==> src/rtl/portal_ind_arbiter.sv <==
// portal_ind_arbiter
//   Shares one portal indication channel among NUM_SRC indication FIFOs.
//   Round-robin arbitration happens per message. Once a source is granted,
//   every word of its current message is forwarded before another source is
//   considered. Each message is followed by at least one IDLE cycle.
//
// Ports
//   CLK, RST            clock; asynchronous active-high reset
//   src_notEmpty        per-source "head word available"
//   src_first           per-source head word, source i at [i*DATA_W +: DATA_W]
//   src_len             per-source message word count, sampled at grant (0 => 1)
//   src_deq             one-hot pop strobe to the granted source
//   RDY_ind_first/ind_first, RDY_ind_notEmpty/ind_notEmpty,
//   RDY_ind_deq/EN_ind_deq   consumer-side portal indication interface
//   RDY_intr_status/intr_status    OR of all source requests
//   RDY_intr_channel/intr_channel  granted, about-to-be-granted or last source
//   err_deq             sticky flag: consumer popped while nothing was ready
module portal_ind_arbiter #(
  parameter int NUM_SRC = 4,
  parameter int DATA_W  = 32,
  parameter int LEN_W   = 8
) (
  input  logic                      CLK,
  input  logic                      RST,
  input  logic [NUM_SRC-1:0]        src_notEmpty,
  input  logic [NUM_SRC*DATA_W-1:0] src_first,
  input  logic [NUM_SRC*LEN_W-1:0]  src_len,
  output logic [NUM_SRC-1:0]        src_deq,
  output logic                      RDY_ind_first,
  output logic [DATA_W-1:0]         ind_first,
  output logic                      RDY_ind_notEmpty,
  output logic                      ind_notEmpty,
  output logic                      RDY_ind_deq,
  input  logic                      EN_ind_deq,
  output logic                      RDY_intr_status,
  output logic                      intr_status,
  output logic                      RDY_intr_channel,
  output logic [31:0]               intr_channel,
  output logic                      err_deq
);

  localparam int IDX_W = (NUM_SRC > 1) ? $clog2(NUM_SRC) : 1;

  typedef enum logic {IDLE, BUSY} state_t;

  state_t             state, state_nxt;
  logic [IDX_W-1:0]   grant, last, cand, chan;
  logic               cand_vld;
  logic [LEN_W-1:0]   remain, cand_len;
  logic               head_vld, pop;

  // Round-robin search starting just after the last granted source.
  always_comb begin
    cand     = last;
    cand_vld = 1'b0;
    for (int k = 1; k <= NUM_SRC; k++) begin
      if (!cand_vld && src_notEmpty[(int'(last) + k) % NUM_SRC]) begin
        cand_vld = 1'b1;
        cand     = IDX_W'((int'(last) + k) % NUM_SRC);
      end
    end
  end

  assign cand_len = src_len[int'(cand)*LEN_W +: LEN_W];
  assign head_vld = src_notEmpty[grant];
  assign pop      = (state == BUSY) && EN_ind_deq && head_vld;

  always_ff @(posedge CLK or posedge RST) begin
    if (RST) state <= IDLE;
    else     state <= state_nxt;
  end

  always_comb begin
    state_nxt    = state;
    src_deq      = '0;
    ind_notEmpty = 1'b0;
    ind_first    = '0;
    chan         = last;
    case (state)
      IDLE: begin
        if (cand_vld) begin
          state_nxt = BUSY;
          chan      = cand;
        end
      end
      BUSY: begin
        // A source that runs dry mid-message stalls the channel; grant holds.
        ind_notEmpty = head_vld;
        ind_first    = src_first[int'(grant)*DATA_W +: DATA_W];
        chan         = grant;
        if (pop) begin
          src_deq[grant] = 1'b1;
          if (remain == LEN_W'(1)) state_nxt = IDLE;
        end
      end
      default: state_nxt = IDLE;
    endcase
  end

  always_ff @(posedge CLK or posedge RST) begin
    if (RST) begin
      grant   <= '0;
      last    <= IDX_W'(NUM_SRC - 1);
      remain  <= '0;
      err_deq <= 1'b0;
    end else begin
      if (state == IDLE && cand_vld) begin
        grant  <= cand;
        // A zero-length header still carries one word.
        remain <= (cand_len == '0) ? LEN_W'(1) : cand_len;
      end
      if (pop && remain != '0) remain <= remain - LEN_W'(1);
      if (pop && remain == LEN_W'(1)) last <= grant;
      if (EN_ind_deq && !ind_notEmpty) err_deq <= 1'b1;
    end
  end

  assign RDY_ind_first    = ind_notEmpty;
  assign RDY_ind_deq      = ind_notEmpty;
  assign RDY_ind_notEmpty = 1'b1;
  assign RDY_intr_status  = 1'b1;
  assign RDY_intr_channel = 1'b1;
  assign intr_status      = |src_notEmpty;
  assign intr_channel     = 32'(chan);

endmodule

==> config.mk <==
export PLATFORM = sky130hd
export DESIGN_NAME = portal_ind_arbiter
export DESIGN_NICKNAME = d
export VERILOG_FILES = /design/src/rtl/portal_ind_arbiter.sv
export SDC_FILE = /design/constraint.sdc
export NUM_CORES = 1
export LEC_CHECK = 0
export CAP_MARGIN = 20
export CORE_ASPECT_RATIO = 0.5
export CORE_MARGIN = 1.5
export CORE_UTILIZATION = 31
export CTS_BUF_LIST = sky130_fd_sc_hd__clkbuf_8
export CTS_CLUSTER_SIZE = 12
export DETAILED_ROUTE_END_ITERATION = 10
export GPL_ROUTABILITY_DRIVEN = 0
export HOLD_SLACK_MARGIN = 0.06
export PLACE_DENSITY = 0.83
export RECOVER_POWER = 100
export SETUP_SLACK_MARGIN = 0.05
export SYNTH_ARGS = -nofsm -noshare
export SYNTH_HDL_FRONTEND = slang
export SYNTH_SLANG_ARGS = --single-unit
==> constraint.sdc <==
create_clock -name CLK -period 2.36 [get_ports CLK]
set_input_delay 0.354 -clock CLK [delete_from_list [all_inputs] [get_ports CLK]]
set_output_delay 0.354 -clock CLK [all_outputs]
set_load 0.02 [all_outputs]
==> results.tsv <==
stage	metric	value	unit
placed_design	Final HPWL DP	8020	um
power_and_ir_drop	Clk network pwr share	6.7	%
power_and_ir_drop	Switch Pwr	1.28	mW
power_and_ir_drop	Power Dens Cells	637	nW/um^2
logic_synthesis	Yosys cell types	49	
power_and_ir_drop	Peak VDD IR	357	uV
logic_synthesis	synth cell count leaders	36 x buf_4, 34 x and2_1, 34 x mux4_2	
power_and_ir_drop	switch share	42.6	%
global_route	grt ovf	0	
die	DIE WIDTH	131	um
logic_synthesis	top post-synthesis cells by area	mux4_2 30%, dfrtp_1 12%, buf_4 11%	
logic_synthesis	sequential area share after synthesis	14.0	%
power_and_ir_drop	Seq pwr share	14.7	%
logic_synthesis	top-area cell type share of the netlist area	30.4	%
critical_path	kind of critical path	in2out	
worst_hold_path	Hold Path Origin	err_deq	
layout	Ant. Diodes	0	
logic_synthesis	Syn Std Cell Area	2520	um^2
route	Antenna Nets Post-Route	0	
route	Residual DRC	0	
die	starting density of the core	31.8	%
global_route	gr usage total	21.0	%
route	final WL	9350	um
logic_synthesis	Synth Area per Inst	9.85	um^2
die	Ports	243	
timing	Slew Limit Fails	0	
die	die area	8720	um^2
critical_path	reg2reg start	last[0]	
critical_path	slowest CP cell	mux4_2	
critical_path	worst setup path startpoint	src_notEmpty[3]	
timing	Setup-failing EPs final	0	
critical_path	CP Capture Type	primary output	
clock_network	htree depth	1	
clock_network	clk sinks	14	
layout	layout cells sized above 1	16.2	%
critical_path	WP data arrival	1.94	ns
logic_synthesis	flops & latches, synth	14	
layout	Synth-to-Final Area Change	87.4	%
critical_path	largest fanout on the critical path	6	
placed_design	IO buf count	209	
power_and_ir_drop	Internal	1.73	mW
logic_synthesis	count of warnings emitted by yosys	0	
die	CORE AREA	7940	um^2
layout	post-route core utilization	59.5	%
route	vias per cell	4.74	
timing	RSZ-0062 raised after global routing	true	
worst_hold_path	Hold Path Class	reg2reg	
critical_path	WP buf/inv	4	
global_route	initial antenna violation count	0	
critical_path	Crit path max-delay family	buffers and inverters	
global_route	pin count of the biggest net entering global routing	39	
clock_network	Root Driver	clkbuf_8	
critical_path	crit start category	primary input	
clock_network	clock slew at reported path FFs	0.06	ns
logic_synthesis	most common cell in the netlist	buf_4	
layout	# nets final	640	
critical_path	Worst EP required	2.01	ns
timing	fin crit share	97.0	%
clock_network	CTS tree	done	
timing	Rel. slew slack	64.2	%
clock_network	Clk Latency, worst-skew pair	0.25	ns
timing	maximum clock frequency	437	MHz
route	routed vias	2756	
route	drt pass-1 iters	4	
logic_synthesis	Async S/R FF share, synth	100	%
power_and_ir_drop	Comb pwr share	78.6	%
route	routed len/inst	16.1	um
timing	final worst setup slack	0.0701	ns
critical_path	critical path cell sequence	clkdlybuf4s50_1, buf_4, mux4_2, nand2_1, inv_1, dlygate4sd2_1	
logic_synthesis	post-synthesis cell count	256	
critical_path	Worst path max stage delay	0.50	ns
run	max_cap viols	0	
timing	worst clock skew	0.00146	ns
outcome	status	complete, no violations	
die	Die Span Y	66.8	um
timing	min Tclk post-route	2.29	ns
clock_network	total CTS buffers	3	
placed_design	Post-Place Worst Slack	-0.163	ns
logic_synthesis	ys flop type	dfrtp_1	
global_route	vias in the first global route	2780	
power_and_ir_drop	P_leak	1.94	nW
clock_network	number of post-CTS setup repair buffers	0	
clock_network	CTS Buffer Depth	2	
global_route	first-pass GRT wire length	14000	um
route	initial drt markers	81	
die	Rows	23	
timing	Worst Max-Slew Pin Slew	0.535	ns
timing	final hold vios	0	
logic_synthesis	Synth area leader	mux4_2	
logic_synthesis	number of synthesized flops with an enable pin	0	
clock_network	# hold bufs at CTS	0	
logic make-up after synthesis:
family	after synthesis	share of synthesized area (%)
AND/OR/NAND/NOR	92	20.5
buffers and inverters	59	14.9
multiplexers	51	38.0
AO/OA/AOI/OAI	32	9.77
flip-flops	14	14.0
adder cells (fa/ha/maj)	3	1.49
XOR/XNOR	3	1.04
other	2	0.298
path summary, 6_finish.rpt:
path	endpoint	slack [ns]	depth (start not counted)
max in group asynchronous	grant[0]	1.40	2
setup / recovery	RDY_ind_deq	0.07	6
setup reg to reg	remain[1]	0.16	6
hold reg to reg	err_deq	0.49	1
hold / removal	err_deq	0.49	1
min in group asynchronous	err_deq	0.59	2
cells in the final DEF (no fill, tap or decap), types with 9 or more instances in the layout:
cell type	instances
and2_1	34
buf_4	16
clkdlybuf4s50_1	168
conb_1	33
dfrtp_1	11
dlygate4sd2_1	36
inv_1	9
mux2i_1	10
mux4_2	35
nand2_1	13
nor2_1	11
state kept, by name, summed over array words and instances, names as in the netlist:
register  cells
remain        8
grant         2
last          2
err_deq       1
state         1
metal layers:
layer	share of wire (%)	up-vias	wire, um	global-route usage, %
li1	-	1318	-	-
met1	40	1313	3720	25.6
met2	53	108	4930	39.4
met3	6.0	17	557	3.05
met4	1.4	0	133	4.67
met5	0	-	0	0
cell type report:
class / instances / area [um^2]
Inverter: 8 / 30.0
Clock buffer: 3 / 41.3
Fill cell: 703 / 3220
Sequential cell: 14 / 354
Clock inverter: 1 / 3.75
Multi-Input combinational cell: 214 / 1920
Tap cell: 112 / 140
Timing Repair Buffer: 229 / 2240
repair_timing:
action                     4_1_cts  5_1_grt
hold endpoints to repair         0        0
resized for setup               39        9
setup endpoints to repair       38        8
cloned                           0        0
pin swaps                        0        1
worst register-to-register path, delay by kind of cell (launching register included):
kind / cells / cell delay [ns]
compound gates: 3 / 0.78
flops: 1 / 0.60
mux: 1 / 0.48
buf+inv: 1 / 0.16
simple gates: 1 / 0.07
stage by stage:
step,power [mW],area (um^2),std cells,hold slack (ns),TNS [ns]
finish,3.01,4730,581,0.486,0
global route,3.23,4730,581,0.511,-0.0228
CTS,3.03,4720,581,0.464,0
detailed placement,2.99,4710,577,0.470,-1.15
global placement,2.94,4710,577,0.438,-0.885
floorplan,1.98,2640,287,0.242,0
power by group through the flow:
stage	Combinational [mW]	Sequential [mW]	Clock [mW]
finish	2.37	0.444	0.201
global route	2.56	0.459	0.214
CTS	2.38	0.442	0.204
detailed placement	2.55	0.445	0
global placement	2.50	0.441	0
floorplan	1.57	0.411	0
No activity file was read; power rests on OpenSTA's default activity.
